<file path="config.mk">
export PLATFORM = sky130hd
export DESIGN_NAME = aes_host_driver
export DESIGN_NICKNAME = d
export VERILOG_FILES = /design/src/rtl/aes_host_driver.sv
export SDC_FILE = /design/constraint.sdc
export NUM_CORES = 1
export LEC_CHECK = 0
export ABC_AREA = 1
export CAP_MARGIN = 20
export CELL_PAD_IN_SITES_DETAIL_PLACEMENT = 0
export CELL_PAD_IN_SITES_GLOBAL_PLACEMENT = 1
export CORE_MARGIN = 2
export CORE_UTILIZATION = 37
export CTS_CLUSTER_DIAMETER = 60
export DETAILED_ROUTE_END_ITERATION = 10
export PLACE_DENSITY = 0.9
export SKIP_LAST_GASP = 1
export SYNTH_ARGS = -nofsm -noshare
export SYNTH_HDL_FRONTEND = slang
export SYNTH_SLANG_ARGS = --single-unit
</file>
<file path="constraint.sdc">
create_clock -name clk -period 1.9 [get_ports clk]
set_clock_uncertainty 0.1 [all_clocks]
set_input_delay 0.19 -clock clk [delete_from_list [all_inputs] [get_ports clk]]
set_output_delay 0.19 -clock clk [all_outputs]
set_load 0.01 [all_outputs]
</file>
<file path="src/rtl/aes_host_driver.sv">
// aes_host_driver: loads a 128-bit key/plaintext into the byte-serial AES core (din/cmd/ready), then collects 16 ciphertext bytes (dout/ok) into cipher_out
module aes_host_driver #(
  parameter int unsigned TIMEOUT = 1024
) (
  input  logic         clk,
  input  logic         rst_,
  input  logic         req,
  input  logic [127:0] plain_in,
  input  logic [127:0] key_in,
  output logic         busy,
  output logic         done,
  output logic         err,
  output logic [127:0] cipher_out,
  output logic [7:0]   din,
  output logic [1:0]   cmd,
  input  logic         ready,
  input  logic [7:0]   dout,
  input  logic         ok
);
  typedef enum logic [2:0] {IDLE, SEND_KEY, SEND_PT, SEND_GO, WAIT_OK, COLLECT, DONE, ERR} state_t;
  state_t state;
  logic [3:0] cnt;
  logic [15:0] tcnt;
  logic [119:0] key_sr;
  logic [127:0] pt_sr;
  logic [119:0] ct_sr;
  always_ff @(posedge clk) begin
    if (rst_) begin
      state <= IDLE;
      cnt <= '0;
      tcnt <= '0;
      key_sr <= '0;
      pt_sr <= '0;
      ct_sr <= '0;
      busy <= 1'b0;
      done <= 1'b0;
      err <= 1'b0;
      cipher_out <= '0;
      din <= '0;
      cmd <= '0;
    end else begin
      case (state)
        IDLE: if (req) begin
          key_sr <= key_in[119:0];
          pt_sr <= plain_in;
          cnt <= '0;
          busy <= 1'b1;
          cmd <= 2'b01;
          din <= key_in[127:120];
          state <= SEND_KEY;
        end
        SEND_KEY: if (ready) begin
          if (cnt == 4'd15) begin
            cnt <= '0;
            cmd <= 2'b10;
            din <= pt_sr[127:120];
            state <= SEND_PT;
          end else begin
            cnt <= cnt + 4'd1;
            din <= key_sr[119:112];
            key_sr <= {key_sr[111:0], 8'h00};
          end
        end
        SEND_PT: if (ready) begin
          if (cnt == 4'd15) begin
            cnt <= '0;
            cmd <= 2'b11;
            din <= '0;
            state <= SEND_GO;
          end else begin
            cnt <= cnt + 4'd1;
            din <= pt_sr[119:112];
            pt_sr <= {pt_sr[119:0], 8'h00};
          end
        end
        SEND_GO: if (ready) begin
          cmd <= '0;
          tcnt <= '0;
          state <= WAIT_OK;
        end
        WAIT_OK: if (ok) begin
          ct_sr <= {112'd0, dout};
          cnt <= 4'd1;
          state <= COLLECT;
        end else if (tcnt == 16'(TIMEOUT)) begin
          err <= 1'b1;
          state <= ERR;
        end else begin
          tcnt <= tcnt + 16'd1;
        end
        COLLECT: if (!ok) begin
          err <= 1'b1;
          state <= ERR;
        end else if (cnt == 4'd15) begin
          cipher_out <= {ct_sr, dout};
          done <= 1'b1;
          state <= DONE;
        end else begin
          ct_sr <= {ct_sr[111:0], dout};
          cnt <= cnt + 4'd1;
        end
        DONE, ERR: begin
          done <= 1'b0;
          err <= 1'b0;
          busy <= 1'b0;
          state <= IDLE;
        end
      endcase
    end
  end
endmodule

</file>
==> results of run 1 <==
-- through the flow --
step / TNS [ns] / worst slack [ns] / total power, mW / util, %
global placement: -16.99 / -0.1146 / 29.09 / 46.54
finish: 0 / 0.02554 / 43.19 / 51.47
CTS: 0 / 0.003624 / 42.01 / 50.24
floorplan: 0 / 0.1579 / 24.88 / -
detailed placement: -26.01 / -0.1391 / 29.29 / 46.54
global route: -0.2844 / -0.03915 / 46.02 / 51.47
-- sequential cells by signal (all words and copies together), names as in the netlist, 2 cells and up --
register    count
cipher_out    128
cmd             2
cnt             4
ct_sr         120
din             8
key_sr        120
pt_sr         128
state           3
tcnt           16
-- area by class of cell --
type	count	area, um^2	area share, %
tap	782	978.4	3.155
clock inverter	26	409.1	1.319
clock buffer	76	1567	5.052
inverter	55	264.0	0.8514
sequential	532	10660	34.38
timing repair buffer	603	6482	20.91
multi-input combinational	2499	10630	34.29
antenna	6	15.01	0.04842
-- timing repair --
| item | CTS | global route |
|---|---|---|
| buffers inserted | 7 | 5 |
| pin swaps | 3 | 8 |
| cloned | 4 | 21 |
| hold buffers | 1 | 0 |
| endpoints found under the setup margin | 316 | 431 |
| gates resized for setup | 33 | 117 |
| hold endpoints to repair | 19 | 0 |
-- final timing paths --
kind,endpoint,slack [ns],start
setup reg to reg,key_sr[103],0.03,state[1]
setup / recovery,key_sr[103],0.03,state[1]
hold reg to reg,key_sr[3],0.36,key_sr[3]
hold / removal,key_sr[5],0.05,key_in[5]
-- placed cells by master (no fill, tap or decap), drive strengths merged, types with 16 or more instances in the layout --
| cell | instances |
|---|---|
| a21oi | 167 |
| buf | 177 |
| clkbuf | 93 |
| clkdlybuf4s50 | 392 |
| clkinv | 16 |
| dfxtp | 532 |
| inv | 53 |
| nand2 | 973 |
| nand3 | 142 |
| nor2 | 795 |
| o21ai | 386 |
-- worst reg2reg max path, delay by kind of cell, from the launching register on --
kind | cells | cell delay [ns]
buffers and inverters | 4 | 0.59
and+or+nand+nor | 4 | 0.45
DFF | 1 | 0.36
AOI/OAI and AO/OA | 1 | 0.27
-- per-layer routing --
metal	global-route usage, %	up-vias	share of wire [%]
met1	28.48	10160	45
met2	34.67	650	45
met5	0	-	0.073
li1	-	11420	-
met4	5.612	8	2.2
met3	5.167	102	7.4
-- cell families after synthesis --
family          Yosys count
flops                   532
buf+inv                 294
simple gates           1923
fa+ha+maj                 3
compound gates          569
xor+xnor                  4
-- report_power, final --
part | leakage, nW | internal, mW | switching [mW]
Sequential | 4.35 | 14.1 | 1.51
Clock | 0.972 | 7.13 | 4.68
Combinational | 7.61 | 6.50 | 9.33
==> results.md, run 1 <==
- Worst hold stages: 3
- Status: finished clean
- HP Class: input pin to flop
- Die footprint: 62920 um^2
- CP max FO: 92
- Fill cells: 5822
- Fin. max-slew vios: 0
- Initial DRC Count: 1619
- Yosys reg bits: 532
- First-pass GRT wire length: 110100 um
- Post-synth top area share: 47.24%
- Actual slew at the worst max-slew pin: 0.7651 ns
- Final Hold Viols: 0
- Yosys warnings: 0
- Post-detail-place hpwl: 46670 um
- Final instance area: 31010 um^2
- Worst path bufs/invs: 4
- Power Density: 1393 nW/um^2
- Main synth FF type: dfxtp_1
- Placed cell count: 4434
- Register area share after synthesis: 47.24%
- Syn Area/Cell: 6.780 um^2
- Most instantiated cells after synthesis: 970 x nand2_1, 790 x nor2_1, 532 x dfxtp_1, 306 x o21ai_0, 167 x a21oi_1
- Slowest stage delay, CP: 0.36 ns
- Synth top area cells: dfxtp_1 47%, nand2_1 16%, nor2_1 13%
- Insertion delay to the later sink of the worst-skew pair: 0.61 ns
- Post-synthesis mux area share: 0%
- Post-Synthesis Cell Area: 22540 um^2
- Period utilization: 98.66%
- Post-synth EDFFs: 0
- Crit path cell chain: buf_4 > inv_4 > nand3_4 > buf_4 > buf_12 > nand2_1 > nand2_1 > o21ai_1 > nor2_1
- Number of CTS-inserted buffers: 56
- Family with the most delay on the worst path: buffers and inverters
- Max-slew headroom: 48.99%
- Critical path data required time: 2.29 ns
- Count of final setup violators: 0
- Peak Freq: 533.5 MHz
- Layout Nets: 4019
- Routed wire per std cell: 15.85 um
- Compound-gate portion of the synthesized area: 12.83%
- H-tree Lvls: 2
- Slowest CP cell: dfxtp_4
- Via count: 22350
- Clk sinks: 532
- Core Footprint: 60250 um^2
- Drt pass-1 iters: 6
- Die Height: 250.8 um
- Minimum clock period: 1.874 ns
- Fin cells: 4579
- Critical setup path kind: flop to flop
- Largest net degree at the start of global routing: 154
- Area grow syn2layout: 37.55%
- Initial antenna violation count: 10
- Post-DRT Antenna Nets: 0
- Total Routing Usage GR: 21.38%
- R2R depth: 9
- RePlAce Congestion: 0.8454
- Total gr overflow: 0
- Dpl cell area: 28040 um^2
- Layout cells sized above 1: 9.391%
- Worst path depth: 9
- Xor/xnor share of the synthesized area: 0.1554%
- CTS clock-pin slew for the worst setup and hold paths: 0.07 ns
- Post-synth net total: 3597
- Leak: 12.93 nW
- TritonCTS clock tree: built
- CTS Root Cell: clkbuf_16
- WP data arrival: 2.27 ns
- Post-Synth Adder-Cell Area: 0.1665%
- DRC: 0
- Post-Synthesis Cells: 3325
- Largest family of logic cells by synthesized area: simple AND/OR/NAND/NOR gates
- Initial Utilization: 37.42%
- Cell taking the most area after synthesis: dfxtp_1
- CP endpoint kind: flop
- Port bufs: 409
- Post-Synth Simple-Gate Area: 33.21%
- Total of max-cap violations: 0
- Count leader, synth: nand2_1
- Die width: 250.8 um
- Row count: 90
- Netlist cell types: 35
- Maximum VDD drop: 0.0007678 V
- RSZ-0062 raised after global routing: yes
- WL final: 72600 um
- FFs w/ async S/R, synth: 0%
- Vias in the first global route: 20830
- Max clock buf depth: 3
- # IOs: 410
- Fin Hold WS: 0.04527 ns
- CP startpoint kind: flop
- Avg Vias per Cell: 4.880
(Power assumes the default switching activity.)
==> run 2: changes to the inputs <==
--- a/config.mk
+++ b/config.mk
@@ -6,6 +6,7 @@
 export NUM_CORES = 1
 export LEC_CHECK = 0
 export ABC_AREA = 1
+export ABC_CLOCK_PERIOD_IN_PS = 1900
 export CAP_MARGIN = 20
 export CELL_PAD_IN_SITES_DETAIL_PLACEMENT = 0
 export CELL_PAD_IN_SITES_GLOBAL_PLACEMENT = 1
==> results of run 2 <==
Final layout, timing and power as in run 1 (identical DEF).
